$ cat src/rtl/timer_pkg.sv
// Shared definitions for the 60-second timer: state encodings, digit limits
// and the terminal-count predicate used by the sequencer.
package timer_pkg;

  typedef enum logic [1:0] {
    ST_IDLE  = 2'd0,
    ST_RUN   = 2'd1,
    ST_PAUSE = 2'd2,
    ST_DONE  = 2'd3
  } state_t;

  localparam logic [3:0] ONES_MAX = 4'd9;
  localparam logic [3:0] TENS_MAX = 4'd5;
  localparam int TICK_DIV_DEFAULT = 50000000;

  // Up-count stops at 59, down-count stops at 00.
  function automatic logic is_terminal(input logic dir, input logic [3:0] tens,
                                       input logic [3:0] ones);
    return (!dir && tens == TENS_MAX && ones == ONES_MAX) ||
           ( dir && tens == 4'd0     && ones == 4'd0);
  endfunction

endpackage

$ cat src/rtl/tick_prescaler.sv
// Divides the system clock down to a registered one-cycle Tick pulse.
// The count freezes while Enable is low so a paused run keeps its phase.
module tick_prescaler #(
  parameter int TICK_DIV = 50000000,
  parameter int TICK_W   = 26
) (
  input  logic Clock,
  input  logic Reset,
  input  logic Enable,
  input  logic Clear,
  output logic Tick
);

  localparam logic [TICK_W-1:0] LAST = TICK_W'(TICK_DIV - 1);

  logic [TICK_W-1:0] count_reg;
  logic              tick_reg;

  always_ff @(posedge Clock) begin
    if (Reset || Clear) begin
      count_reg <= '0;
      tick_reg  <= 1'b0;
    end else if (Enable) begin
      if (count_reg == LAST) begin
        count_reg <= '0;
        tick_reg  <= 1'b1;
      end else begin
        count_reg <= count_reg + TICK_W'(1);
        tick_reg  <= 1'b0;
      end
    end else begin
      tick_reg <= 1'b0;
    end
  end

  assign Tick = tick_reg;

endmodule

$ cat src/rtl/timer_sequencer.sv
// Control FSM for the 60-second timer: turns button levels into run/pause/done
// states and drives hold, direction and reset controls of the digit counters.
module timer_sequencer
  import timer_pkg::*;
#(
  parameter int TICK_DIV = TICK_DIV_DEFAULT,
  parameter int TICK_W   = 26
) (
  input  logic       Clock,
  input  logic       Reset,
  input  logic       Start,
  input  logic       Stop,
  input  logic       Clear,
  input  logic       Mode,
  input  logic [3:0] Ones,
  input  logic [3:0] Tens,
  output logic       HoldOnes,
  output logic       HoldTens,
  output logic       Direction,
  output logic       CntReset_n,
  output logic       Tick,
  output logic       Done,
  output logic       Alarm,
  output logic [1:0] State
);

  state_t state_reg, state_next;
  logic   dir_reg, dir_next;
  logic   alarm_reg, alarm_next;
  logic   cnt_rst_n_reg;
  logic   term;
  logic   adv;
  logic   presc_clear;

  assign term = is_terminal(dir_reg, Tens, Ones);

  always_comb begin
    state_next = state_reg;
    dir_next   = dir_reg;
    alarm_next = 1'b0;
    if (Clear) begin
      state_next = ST_IDLE;
    end else begin
      case (state_reg)
        ST_IDLE: begin
          if (Start && !Stop) begin
            state_next = ST_RUN;
            dir_next   = Mode;
          end
        end
        ST_RUN: begin
          if (Stop) begin
            state_next = ST_PAUSE;
          end else if (term) begin
            state_next = ST_DONE;
            alarm_next = 1'b1;
          end
        end
        ST_PAUSE: begin
          if (Start && !Stop) state_next = ST_RUN;
        end
        ST_DONE: state_next = ST_DONE;
        default: state_next = ST_IDLE;
      endcase
    end
  end

  always_ff @(posedge Clock) begin
    if (Reset) begin
      state_reg     <= ST_IDLE;
      dir_reg       <= 1'b0;
      alarm_reg     <= 1'b0;
      cnt_rst_n_reg <= 1'b0;
    end else begin
      state_reg     <= state_next;
      dir_reg       <= dir_next;
      alarm_reg     <= alarm_next;
      cnt_rst_n_reg <= !Clear;
    end
  end

  // Phase is dropped whenever a run ends; PAUSE simply stops the count.
  assign presc_clear = Clear ||
                       (state_next == ST_IDLE && state_reg != ST_IDLE) ||
                       (state_next == ST_DONE && state_reg != ST_DONE);

  tick_prescaler #(
    .TICK_DIV(TICK_DIV),
    .TICK_W  (TICK_W)
  ) u_prescaler (
    .Clock (Clock),
    .Reset (Reset),
    .Enable(state_reg == ST_RUN),
    .Clear (presc_clear),
    .Tick  (Tick)
  );

  // Counters advance on the edge where Tick is high; never past terminal count.
  assign adv      = !Reset && (state_reg == ST_RUN) && Tick && !term;
  assign HoldOnes = !adv;
  assign HoldTens = !(adv && ((!dir_reg && Ones == ONES_MAX) ||
                              ( dir_reg && Ones == 4'd0)));

  assign Direction  = dir_reg;
  assign CntReset_n = cnt_rst_n_reg;
  assign Alarm      = alarm_reg;
  assign Done       = (state_reg == ST_DONE);
  assign State      = state_reg;

endmodule

$ cat config.mk
export PLATFORM = sky130hd
export DESIGN_NAME = timer_sequencer
export DESIGN_NICKNAME = d
export VERILOG_FILES = /design/src/rtl/timer_pkg.sv /design/src/rtl/tick_prescaler.sv /design/src/rtl/timer_sequencer.sv
export SDC_FILE = /design/constraint.sdc
export NUM_CORES = 1
export LEC_CHECK = 0
export BUFFER_PORTS_ARGS = -buffer_cell sky130_fd_sc_hd__buf_2
export CAP_MARGIN = 20
export CORE_MARGIN = 3
export CORE_UTILIZATION = 43
export DETAILED_ROUTE_END_ITERATION = 16
export GPL_ROUTABILITY_DRIVEN = 0
export PLACE_DENSITY_LB_ADDON = 0.1
export SYNTH_ARGS = -nofsm -noshare
export SYNTH_HDL_FRONTEND = slang
export SYNTH_HIERARCHICAL = 1
export SYNTH_SLANG_ARGS = --single-unit
$ cat constraint.sdc
create_clock -name Clock -period 4.8 [get_ports Clock]
set_input_delay 0.48 -clock Clock [delete_from_list [all_inputs] [get_ports Clock]]
set_output_delay 0.48 -clock Clock [all_outputs]
set_load 0.01 [all_outputs]
# Word level (Yosys, flattened, before mapping)
# Index checks and enable logic that the tools add are counted.
dict set report totals {
  reg_bits 32
  latchBits 0
  ramBits 0
  romBits 0
  input_bits 14
  output_inout_bits 9
  elab_cells 59
  mem_count 0
}
dict set report op_classes {
  n_addsub 1
  multipliers 0
  n_div 0
  n_lt_le_gt_ge 0
  eq_ne 8
  n_shift 0
  n_mux 8
  n_bitwise 2
  reduce_logical 34
}
# cell n
set ops {}
lappend ops {{adder 26 x 1 -> 26 bit (second input constant)} 1}
lappend ops {{== test 26 bit (second input constant)} 1}
lappend ops {{2-to-1 mux 26 bit} 1}
lappend ops {{logical AND 1 bit} 13}
lappend ops {{zero test 4 bit} 2}
lappend ops {{2-to-1 mux 2 bit} 4}
lappend ops {{zero test 1 bit} 7}
lappend ops {{== test 2 bit (second input constant)} 3}
lappend ops {{case mux 2 bit (3 select lines)} 1}
lappend ops {{logical OR 1 bit} 5}
lappend ops {{== test 4 x 3 -> 1 bit (second input constant)} 1}
lappend ops {{== test 4 bit (second input constant)} 1}
lappend ops {{zero test 2 bit} 2}
lappend ops {{OR reduction 2 bit} 2}
lappend ops {{OR reduction 4 bit} 1}
lappend ops {{AND reduction 3 bit} 1}
lappend ops {{== test 2 x 1 -> 1 bit (second input constant)} 1}
lappend ops {{2-to-1 mux 1 bit} 2}
lappend ops {{!= test 2 bit (second input constant)} 1}
lappend ops {{inverter 1 bit} 2}
lappend ops {{nonzero test 2 bit} 1}

# Longest topological paths before layout
# Gate-level depths: netlist of the first run.
dict set report logic_depth {
  ltp_word 14
  depth_mapped 8
  depth_no_buf 7
}

# Cells and area by module
# Netlist of the first run, hierarchy kept.
# mod n_inst cells_per_inst area_each_um2 seq_area_each_um2
set by_module_without_submodules {}
lappend by_module_without_submodules {tick_prescaler 1 154 1323.8 540.5}
lappend by_module_without_submodules {timer_sequencer 1 36 300.3 100.1}

# Worst setup path before layout of the first run
# No wires, ideal clock.
dict set report synth_path {
  path_type {register to register}
  start {register state_reg[0] (netlist: State[0])}
  end {register u_prescaler.count_reg[25]}
  arrival_time_ps 2146
  slack_ps 2588
  path_stages_with_launch 8
  path_buffers 2
  period_less_slack_ps 2212
  path_cell_list {dfxtp_1 nor2b_1 buf_4 nand4_1 or4_1 buf_2 or4_4 a21oi_2}
}
dict set report synth_via {
  elab_chain_len 9
}
# element line
set synth_lines {}
lappend synth_lines {{start, declared} timer_sequencer.sv:27} ;# state_t state_reg, state_next;
lappend synth_lines {{start signal, assigned} timer_sequencer.sv:75} ;# state_reg <= state_next;
lappend synth_lines {{== test 2 bit, or another cell as far along} timer_sequencer.sv:44} ;# case (state_reg)
lappend synth_lines {{OR reduction 2 bit (no line) or 2-to-1 mux 2 bit (tied branches)} n/a}
lappend synth_lines {{case mux 2 bit (3 select lines)} timer_sequencer.sv:44}
lappend synth_lines {{2-to-1 mux 2 bit} timer_sequencer.sv:41} ;# if (Clear) begin
lappend synth_lines {{zero test 2 bit} timer_sequencer.sv:84} ;# (state_next == ST_IDLE && state_reg != ST_IDLE) ||
lappend synth_lines {{logical AND 1 bit} timer_sequencer.sv:84}
lappend synth_lines {{logical OR 1 bit} timer_sequencer.sv:83} ;# assign presc_clear = Clear ||
lappend synth_lines {{logical OR 1 bit} timer_sequencer.sv:84}
lappend synth_lines {{logical OR 1 bit} tick_prescaler.sv:20} ;# if (Reset || Clear) begin
lappend synth_lines {{end signal, assigned} tick_prescaler.sv:28} ;# count_reg <= count_reg + TICK_W'(1);
lappend synth_lines {{end, declared} tick_prescaler.sv:16} ;# logic [TICK_W-1:0] count_reg;
# Several ways; a longest one is shown, not always the timed one.
# A chain may end at the register's enable or synchronous reset.

# Worst setup path in the final report of the first run
dict set report layout_path {
  start {register state_reg[0] (netlist: State[0])}
  end {register u_prescaler.count_reg[1]}
}
# The elaborated chain is that of the path after synthesis.

==> out/results.ini, run 1 <==
[synthesis]
post_synth_main_area_contributors=sky130_fd_sc_hd__dfxtp_1, sky130_fd_sc_hd__xnor2_1, sky130_fd_sc_hd__nor2_1
synthesis.area_per_instance_um2=8.55
synth_largest_area_cell=sky130_fd_sc_hd__dfxtp_1
synth_edf_count=0
synth.net_count=206
yosys_synthesis_warning_count=6
ys_seq_elements=32
netlist_area_mm2=0.00162
synth_top_flop_cell=sky130_fd_sc_hd__dfxtp_1
async_reset_ff_frac=0
synth.yosys.seq_area_share=0.394
postSynthCellCount=190
netlist.area_leader.share=0.394
synthDistinctLibCells=39

[placed_design]
port_buffers=22
dp.final_hpwl_um=2680
detailed_place.area_mm2=0.00176
post-place-ws_ns=1.80
post-place-cells=251

[final_layout]
fin_area_mm2=0.00185
register_area_um2=641
largest_register_ff_count=26
drive_gt1_frac=0.178
final_stage_net_count=228
multiInputGateArea_um2=933
n_fill_cell=335
antennaDiodeCount=0
final_cells=259
areaGrowthSynthToFinish_pct=13.9

[power_and_ir_drop]
power.density_mw_per_mm2=273
leakage_nw=0.592
max-vdd-ir-drop_v=0.000156

[cts]
tritoncts_clock_tree=yes
ctsRootBufferMaster=sky130_fd_sc_hd__clkbuf_8
tritoncts.num_buffers=5
clk_pin_slew_ns=0.07
ctsResizeCount=0
cts_hold_repair.buffers=0
clk_path_buf_depth=2
post_cts.repair.setup_buffers=0
cts.sinks=32
cts_htree_levels=2
insertion_delay_ns=0.29

[critical_path]
worst-r2r-setup-slack_ns=1.81
end_kind=register
worst_r2r_endpoint=u_prescaler/count_reg[1]$_SDFFE_PP0P_
slowest_stage=sky130_fd_sc_hd__o31ai_4
path_max_fanout=25
r2r_start=State[0]$_SDFF_PP0_
kind_of_start_point_of_the_critical_path=register
worst-endpoint-arrival_ns=3.12
critical-path-max-stage-delay_ns=0.85
cells_along_the_critical_path=nor2b_1 -> nand3_1 -> or4_1 -> o31ai_4 -> nor2_1
worst-setup-path-type=reg2reg
ff2ff_path_depth=5
critical_path_required_ns=4.93

[routing]
detailedRoute.firstPassIterationCount=4
postRouteWirelength_um=3540
drt_drc_violations_left=0
ant_nets=0
post_detailed_route_wirelength_per_cell_um=13.7
route.vias.total=1448
first_iter_violations=84
via_per_inst=5.59

[floorplanning]
row_cnt=21
fp.coreArea_mm2=0.00349
die_area_mm2=0.00455
start_util=0.465
floorplan.die.height_um=67.5
die_w_um=67.5
num_io_pins=23

[sta]
worst_slew_margin_rel=0.313
hold_viol=0
fin_hold_ws_ns=0.424
grt_setup_unrepaired=no
worst_slew_pin_slew_ns=1.03
final.min_clock_period_ns=2.99
final-max-slew-violation-count=0
final-setup-viol-count=0
postLayoutSetupSlackWorst_ns=1.81
worst_clock_skew_ns=0.00379
finalSetupTns_ns=0
final_clock_period_utilization_by_the_worst_path=0.623
fmax_mhz=334

[grt]
grt_pass1_wl_um=6240
vias_in_the_first_global_route=1377
grt_overflow=0
groute.usage.overall=0.186
maximum_number_of_pins_on_one_net_before_global_route_repair=26
grt_antenna_before_repair=0

[run]
cap_violations=0

[min_path]
holdPathEnd=State[1]$_SDFF_PP0_
hold_path.startpoint=Clear
min_path_type=in2reg
worstHoldPathCells=2

[run_status]
outcome=completed

[report_power, final]
group	switching [mW]	internal, mW
sequential	0.00109	0.267
clock	0.101	0.114
combinational	0.0136	0.00893
[worst max-delay path: cells and delay by family (launching register included)]
family	cells	cell delay, ns
DFF	1	0.38
and+or+nand+nor	4	1.60
AOI/OAI and AO/OA	1	0.85
[worst max-delay path by stage]
stage                                    from                                     end  slack (ns)
after floorplan           State[0]$_SDFF_PP0_  u_prescaler/count_reg[25]$_SDFFE_PP0P_        2.59
after global placement    State[0]$_SDFF_PP0_   u_prescaler/count_reg[4]$_SDFFE_PP0P_        1.93
after detailed placement  State[0]$_SDFF_PP0_   u_prescaler/count_reg[5]$_SDFFE_PP0P_        1.80
after CTS                 State[0]$_SDFF_PP0_   u_prescaler/count_reg[0]$_SDFFE_PP0P_        1.78
after global routing      State[0]$_SDFF_PP0_  u_prescaler/count_reg[14]$_SDFFE_PP0P_        1.48
final                     State[0]$_SDFF_PP0_   u_prescaler/count_reg[1]$_SDFFE_PP0P_        1.81
[kinds of logic (layout without fill, tap and decap cells)]
logic type,count (synthesis),in the layout,share of synthesized area
AO/OA/AOI/OAI,34,34,0.131
XOR/XNOR,12,12,0.0647
adder cells (fa/ha/maj),2,2,0.0154
buffers and inverters,11,34,0.0308
flip-flops,32,32,0.394
multiplexers,2,2,0.0123
AND/OR/NAND/NOR,97,97,0.351
[metal layers]
| metal | share of wire | GRT usage | vias up |
|---|---|---|---|
| met5 | 0 | 0 | - |
| met4 | 0.012 | 0.0937 | 0 |
| li1 | - | - | 739 |
| met3 | 0.046 | 0.0566 | 4 |
| met1 | 0.45 | 0.213 | 678 |
| met2 | 0.49 | 0.314 | 27 |
[Yosys cell counts, drive strengths merged (3+ instances only)]
library cell / n
xnor2: 9
or3: 8
nor4: 8
and2: 3
nor3: 4
a21oi: 15
dfxtp: 32
o31ai: 5
or4: 10
nor2: 20
xor2: 3
o21ai: 11
inv: 4
nand3: 11
buf: 5
nand2: 14
nand4: 7
[area by class of cell]
class,count,share of cell area
multi-input cells,147,0.505
flip-flops and latches,32,0.346
repair buffers,22,0.0595
clock buffers,6,0.0447
well taps,46,0.0311
inverters,4,0.00812
clock inverters,2,0.00541
[metrics by stage]
step	utilization	power, mW
2_1_floorplan	-	0.285
3_3_place_gp	0.503	0.296
3_5_place_dp	0.503	0.296
4_1_cts	0.529	0.512
5_1_grt	0.529	0.527
6_report	0.529	0.506
[placed cells by master, fill, tap and decap left out, drive strengths merged, types with 3 or more instances in the layout]
master,instances
a21oi,15
and2,3
buf,22
clkbuf,6
dfxtp,32
inv,4
nand2,14
nand3,11
nand4,7
nor2,20
nor3,4
nor4,8
o21ai,11
o31ai,5
or3,8
or4,10
xnor2,9
xor2,3
(Power assumes the default switching activity.)
==> run 2: changes to the inputs <==
clock period = 3.1 ns   (was 4.8 ns; I/O delays follow)
==> run 2 against run 1 <==
  * Die area did not move
  * Largest cell class unchanged
  * Highest routed layer unchanged
  * Critical path type unchanged
  * Sequential share of layout area is 0.23 points lower
  * Maximum frequency rose by 25%
  * Flip-flop and latch count is the same
  * First-iteration DRC count is 27% higher
==> out/results.ini, run 2 (same netlist as run 1, synthesis figures left out) <==
[run_status]
outcome=completed  ; unchanged

[critical_path]
worst-endpoint-arrival_ns=2.61  ; was 3.12 ns
critical_path_required_ns=3.32  ; was 4.93 ns
worst-setup-path-type=reg2reg  ; unchanged
end_kind=register  ; unchanged
path_max_fanout=9  ; was 25
kind_of_start_point_of_the_critical_path=register  ; unchanged

[final_layout]
most-common-layout-cells=sky130_fd_sc_hd__dfxtp_1, sky130_fd_sc_hd__buf_2, sky130_fd_sc_hd__nor2_1  ; unchanged
antennaDiodeCount=0  ; unchanged
final_stage_net_count=230  ; was 228
final_cells=261  ; was 259
n_fill_cell=343  ; was 335
fin_area_mm2=0.00186  ; was 0.00185 mm2
layout.cells.most_common=sky130_fd_sc_hd__dfxtp_1  ; unchanged
drive_gt1_frac=0.177  ; was 0.178
areaGrowthSynthToFinish_pct=14.6  ; was 13.9%
largest_register_ff_count=26  ; unchanged

[floorplanning]
die_w_um=67.5  ; unchanged
start_util=0.465  ; unchanged
row_cnt=21  ; unchanged
num_io_pins=23  ; unchanged
floorplan.die.height_um=67.5  ; unchanged
die_area_mm2=0.00455  ; unchanged
fp.coreArea_mm2=0.00349  ; unchanged

[routing]
ant_nets=0  ; unchanged
drt_drc_violations_left=0  ; unchanged
route.vias.total=1468  ; was 1448
detailedRoute.firstPassIterationCount=4  ; unchanged
postRouteWirelength_um=3460  ; was 3540 um
post_detailed_route_wirelength_per_cell_um=13.2  ; was 13.7 um
via_per_inst=5.62  ; was 5.59
first_iter_violations=107  ; was 84

[grt]
grt_antenna_before_repair=0  ; unchanged
groute.usage.overall=0.180  ; was 0.186
grt_pass1_wl_um=6300  ; was 6240 um
met3_track_demand_over_resource=0.0399  ; was 0.0566
grt_overflow=0  ; unchanged
gr-max-usage-layer=met2  ; unchanged
vias_in_the_first_global_route=1387  ; was 1377
maximum_number_of_pins_on_one_net_before_global_route_repair=18  ; was 26
grtUsageMet1=0.236  ; was 0.213
grtUsageMet2=0.290  ; was 0.314

[cts]
ctsResizeCount=0  ; unchanged
cts_htree_levels=2  ; unchanged
cts.sinks=32  ; unchanged
tritoncts.num_buffers=5  ; unchanged
clk_path_buf_depth=2  ; unchanged
clk_pin_slew_ns=0.07  ; about the same
insertion_delay_ns=0.28  ; was 0.29 ns
ctsRootBufferMaster=sky130_fd_sc_hd__clkbuf_8  ; unchanged
post_cts.repair.setup_buffers=0  ; unchanged
tritoncts_clock_tree=yes  ; unchanged
cts_hold_repair.buffers=0  ; unchanged

[sta]
final-setup-viol-count=0  ; unchanged
finalSetupTns_ns=0  ; unchanged
worst_clock_skew_ns=0.00888  ; was 0.00379 ns
worst_slew_pin_slew_ns=0.532  ; was 1.03 ns
final-max-slew-violation-count=0  ; unchanged
fmax_mhz=419  ; was 334 MHz
worst_slew_margin_rel=0.642  ; was 0.313
final_clock_period_utilization_by_the_worst_path=0.770  ; was 0.623
final.min_clock_period_ns=2.39  ; was 2.99 ns
fin_hold_ws_ns=0.260  ; was 0.424 ns
hold_viol=0  ; unchanged
grt_setup_unrepaired=no  ; unchanged

[placed_design]
detailed_place.area_mm2=0.00177  ; was 0.00176 mm2
dp.final_hpwl_um=2630  ; was 2680 um
port_buffers=22  ; unchanged
post-place-cells=253  ; was 251

[power_and_ir_drop]
max-vdd-ir-drop_v=0.000287  ; was 0.000156 V
totalPowerFinal_mw=0.776  ; was 0.506 mW
leakage_nw=0.597  ; was 0.592 nW
power.density_mw_per_mm2=417  ; was 273 mW/mm2

[run]
cap_violations=0  ; unchanged

[min_path]
min_path_type=in2reg  ; unchanged

run 2: cell types whose count changed in the layout (fill, tap and decap cells not counted), sizes merged:
cell,delta
clkbuf,+2
buf,+2
clkinv,-2
run 2: cell type report:
| type | count | area (um2) | share of cell area |
|---|---|---|---|
| Sequential cell | 32 | 641 | 0.344 |
| Inverter | 4 | 15.0 | 0.00806 |
| Clock buffer | 8 | 90.1 | 0.0484 |
| Multi-Input combinational cell | 147 | 933 | 0.501 |
| Timing Repair Buffer | 24 | 125 | 0.0672 |
| Tap cell | 46 | 57.6 | 0.0309 |
run 2: worst paths after layout:
check	cells past startpoint	endpoint	slack (ns)	startpoint
hold reg to reg	2	u_prescaler/count_reg[23]$_SDFFE_PP0P_	0.51	u_prescaler/count_reg[23]$_SDFFE_PP0P_
setup reg to reg	6	u_prescaler/count_reg[25]$_SDFFE_PP0P_	0.71	State[0]$_SDFF_PP0_
setup / recovery	6	u_prescaler/count_reg[25]$_SDFFE_PP0P_	0.71	State[0]$_SDFF_PP0_
hold / removal	2	State[1]$_SDFF_PP0_	0.26	Clear
run 2: per-stage QoR:
stage          utilization  worst slack [ns]
6_report             0.533             0.714
5_1_grt              0.533             0.505
4_1_cts              0.533             0.718
3_5_place_dp         0.507             0.730
3_3_place_gp         0.507             0.825
2_1_floorplan            -             0.888
run 2: critical path: stages (launching register included):
cell and delay [ns]:
sky130_fd_sc_hd__dfxtp_1 0.40, sky130_fd_sc_hd__nor2b_1 0.23, sky130_fd_sc_hd__buf_4 0.20, sky130_fd_sc_hd__nand4_1 0.20
sky130_fd_sc_hd__or4_1 0.64, sky130_fd_sc_hd__or4_4 0.52, sky130_fd_sc_hd__a21oi_2 0.13
run 2: layer usage:
| metal | wire, um | share of wire |
|---|---|---|
| met1 | 1700 | 0.49 |
| met2 | 1610 | 0.47 |
| met3 | 108 | 0.031 |
| met4 | 38 | 0.011 |
| met5 | 0 | 0 |
run 2: power breakdown:
part / internal (mW) / total, mW / switching, mW
combinational: 0.0151 / 0.0361 / 0.0210
clock: 0.181 / 0.326 / 0.145
sequential: 0.413 / 0.415 / 0.00165
==> run 3: changes to the inputs <==
clock period = 2.35 ns   (was 3.1 ns; I/O delays follow)
==> run 3 against run 2 <==
  * Hold slack worse by 0.066 ns
  * First-iteration DRC count fell by 55%
  * Final cell count grew 2.7%
  * Register-to-register slack worse by 0.56 ns
  * Critical path depth did not move
  * Combinational power up 52%
  * Maximum frequency increased by 8.5%
  * Power increased by 32%
==> out/results.ini, run 3 (same netlist as run 1, synthesis figures left out) <==
[sta]
worst_clock_skew_ns=0.00403  ; was 0.00888 ns
hold_viol=0  ; unchanged
worst_slew_pin_slew_ns=0.517  ; was 0.532 ns
final.min_clock_period_ns=2.20  ; was 2.39 ns
final_clock_period_utilization_by_the_worst_path=0.936  ; was 0.770
fin_hold_ws_ns=0.194  ; was 0.260 ns
fmax_mhz=455  ; was 419 MHz
final-setup-viol-count=0  ; unchanged
final-max-slew-violation-count=0  ; unchanged
grt_setup_unrepaired=yes  ; was no
worst_slew_margin_rel=0.652  ; was 0.642

[final_layout]
largest_register_ff_count=26  ; unchanged
multiInputGateArea_um2=941  ; was 933 um2
areaGrowthSynthToFinish_pct=18.3  ; was 14.6%
final_stage_net_count=237  ; was 230
core_occupancy_in_the_finished_layout=0.550  ; was 0.533
drive_gt1_frac=0.207  ; was 0.177
antennaDiodeCount=0  ; unchanged
register_area_um2=641  ; unchanged
n_fill_cell=348  ; was 343
most-common-layout-cells=sky130_fd_sc_hd__dfxtp_1, sky130_fd_sc_hd__buf_2, sky130_fd_sc_hd__nor2_1  ; unchanged
layout.cells.most_common=sky130_fd_sc_hd__dfxtp_1  ; unchanged

[critical_path]
kind_of_start_point_of_the_critical_path=register  ; unchanged
r2r_start=State[0]$_SDFF_PP0_  ; unchanged
worst-endpoint-arrival_ns=2.36  ; was 2.61 ns
worst-r2r-setup-slack_ns=0.15  ; was 0.71 ns
path_max_fanout=11  ; was 9
ff2ff_path_depth=6  ; unchanged
worst_r2r_endpoint=u_prescaler/count_reg[8]$_SDFFE_PP0P_  ; was u_prescaler/count_reg[25]$_SDFFE_PP0P_
critical_path_required_ns=2.52  ; was 3.32 ns
worst-setup-path-type=reg2reg  ; unchanged
end_kind=register  ; unchanged

[routing]
post_detailed_route_wirelength_per_cell_um=13.3  ; was 13.2 um
ant_nets=0  ; unchanged
drt_drc_violations_left=0  ; unchanged
detailedRoute.firstPassIterationCount=4  ; unchanged
first_iter_violations=48  ; was 107
postRouteWirelength_um=3570  ; was 3460 um
route.vias.total=1487  ; was 1468
via_per_inst=5.55  ; was 5.62

[floorplanning]
row_cnt=21  ; unchanged
floorplan.die.height_um=67.5  ; unchanged
die_area_mm2=0.00455  ; unchanged
num_io_pins=23  ; unchanged
fp.coreArea_mm2=0.00349  ; unchanged
die_w_um=67.5  ; unchanged
start_util=0.465  ; unchanged

[grt]
groute.usage.overall=0.179  ; was 0.180
grt_overflow=0  ; unchanged
vias_in_the_first_global_route=1413  ; was 1387
grt_pass1_wl_um=6190  ; was 6300 um
grt_antenna_before_repair=0  ; unchanged
maximum_number_of_pins_on_one_net_before_global_route_repair=12  ; was 18

[power_and_ir_drop]
p_sw_frac=0.214  ; was 0.215
totalPowerFinal_mw=1.03  ; was 0.776 mW
clockPowerShare=0.414  ; was 0.419
seqPwrFrac=0.532  ; was 0.534
max-vdd-ir-drop_v=0.000390  ; was 0.000287 V
p_int_mw=0.808  ; was 0.609 mW
leakage_nw=0.629  ; was 0.597 nW
power.density_mw_per_mm2=535  ; was 417 mW/mm2
power.net_switching_mw=0.220  ; was 0.167 mW
power.share.combinational=0.053  ; was 0.046

[cts]
clk_path_buf_depth=2  ; unchanged
clk_pin_slew_ns=0.06  ; was 0.07 ns
insertion_delay_ns=0.28  ; about the same
tritoncts_clock_tree=yes  ; unchanged
ctsRootBufferMaster=sky130_fd_sc_hd__clkbuf_8  ; unchanged
cts_hold_repair.buffers=0  ; unchanged
tritoncts.num_buffers=5  ; unchanged
cts.sinks=32  ; unchanged
cts_htree_levels=2  ; unchanged

[run_status]
outcome=completed  ; unchanged

[min_path]
holdPathEnd=State[1]$_SDFF_PP0_  ; unchanged
min_path_type=in2reg  ; unchanged
hold_path.startpoint=Clear  ; unchanged
worstHoldPathCells=2  ; unchanged

[placed_design]
dp.final_hpwl_um=2720  ; was 2630 um
port_buffers=22  ; unchanged

[run]
cap_violations=0  ; unchanged

## run 3: power by group through the flow
stage,Clock (mW),Combinational (mW),Sequential (mW)
4_1_cts,0.444,0.0512,0.547
2_1_floorplan,0,0.0226,0.560
5_1_grt,0.469,0.0609,0.547
3_5_place_dp,0,0.0509,0.559
6_report,0.426,0.0550,0.547
3_3_place_gp,0,0.0484,0.559
## run 3: cell type report
type                    instances  area share
inverters                       4     0.00781
repair buffers                 31      0.0924
clock buffers                   8      0.0469
multi-input cells             147       0.490
flip-flops and latches         32       0.333
well taps                      46      0.0299
## run 3: worst max path at each step
stage	startpoint	slack (ns)	cells after the start	endpoint
2_1_floorplan	State[0]$_SDFF_PP0_	0.14	7	u_prescaler/count_reg[25]$_SDFFE_PP0P_
3_3_place_gp	State[0]$_SDFF_PP0_	0.14	6	u_prescaler/count_reg[11]$_SDFFE_PP0P_
3_5_place_dp	State[0]$_SDFF_PP0_	-0.03	6	u_prescaler/count_reg[8]$_SDFFE_PP0P_
4_1_cts	State[0]$_SDFF_PP0_	0.09	6	u_prescaler/count_reg[8]$_SDFFE_PP0P_
5_1_grt	State[0]$_SDFF_PP0_	-0.02	6	u_prescaler/count_reg[5]$_SDFFE_PP0P_
6_report	State[0]$_SDFF_PP0_	0.15	6	u_prescaler/count_reg[8]$_SDFFE_PP0P_
## run 3: routing by layer
| metal | GRT usage | wire length, um |
|---|---|---|
| met1 | 0.210 | 1640 |
| met2 | 0.318 | 1750 |
| met3 | 0.0499 | 148 |
| met4 | 0.0481 | 28 |
| met5 | 0 | 0 |
## run 3: worst max-delay path: stages, from the launching register on
cell                      delay (ns)
sky130_fd_sc_hd__dfxtp_1        0.41
sky130_fd_sc_hd__nor2b_4        0.23
sky130_fd_sc_hd__nand3_1        0.18
sky130_fd_sc_hd__or4_1          0.62
sky130_fd_sc_hd__o31ai_4        0.34
sky130_fd_sc_hd__buf_4          0.24
sky130_fd_sc_hd__nor2_1         0.07
## run 3: metrics by stage
stage                     instances  setup slack [ns]  cell area (um2)  setup TNS [ns]
after floorplan                 190             0.138             1620               0
after global placement          257             0.136             1800               0
after detailed placement        257           -0.0257             1800          -0.287
after CTS                       265            0.0871             1890               0
after global routing            268           -0.0218             1920          -0.211
final                           268             0.150             1920               0
## run 3: timing repair
| action | CTS | global route |
|---|---|---|
| setup endpoints to repair | 22 | 22 |
| pin swaps | 0 | 1 |
| setup buffers | 0 | 3 |
| resized for setup | 1 | 1 |
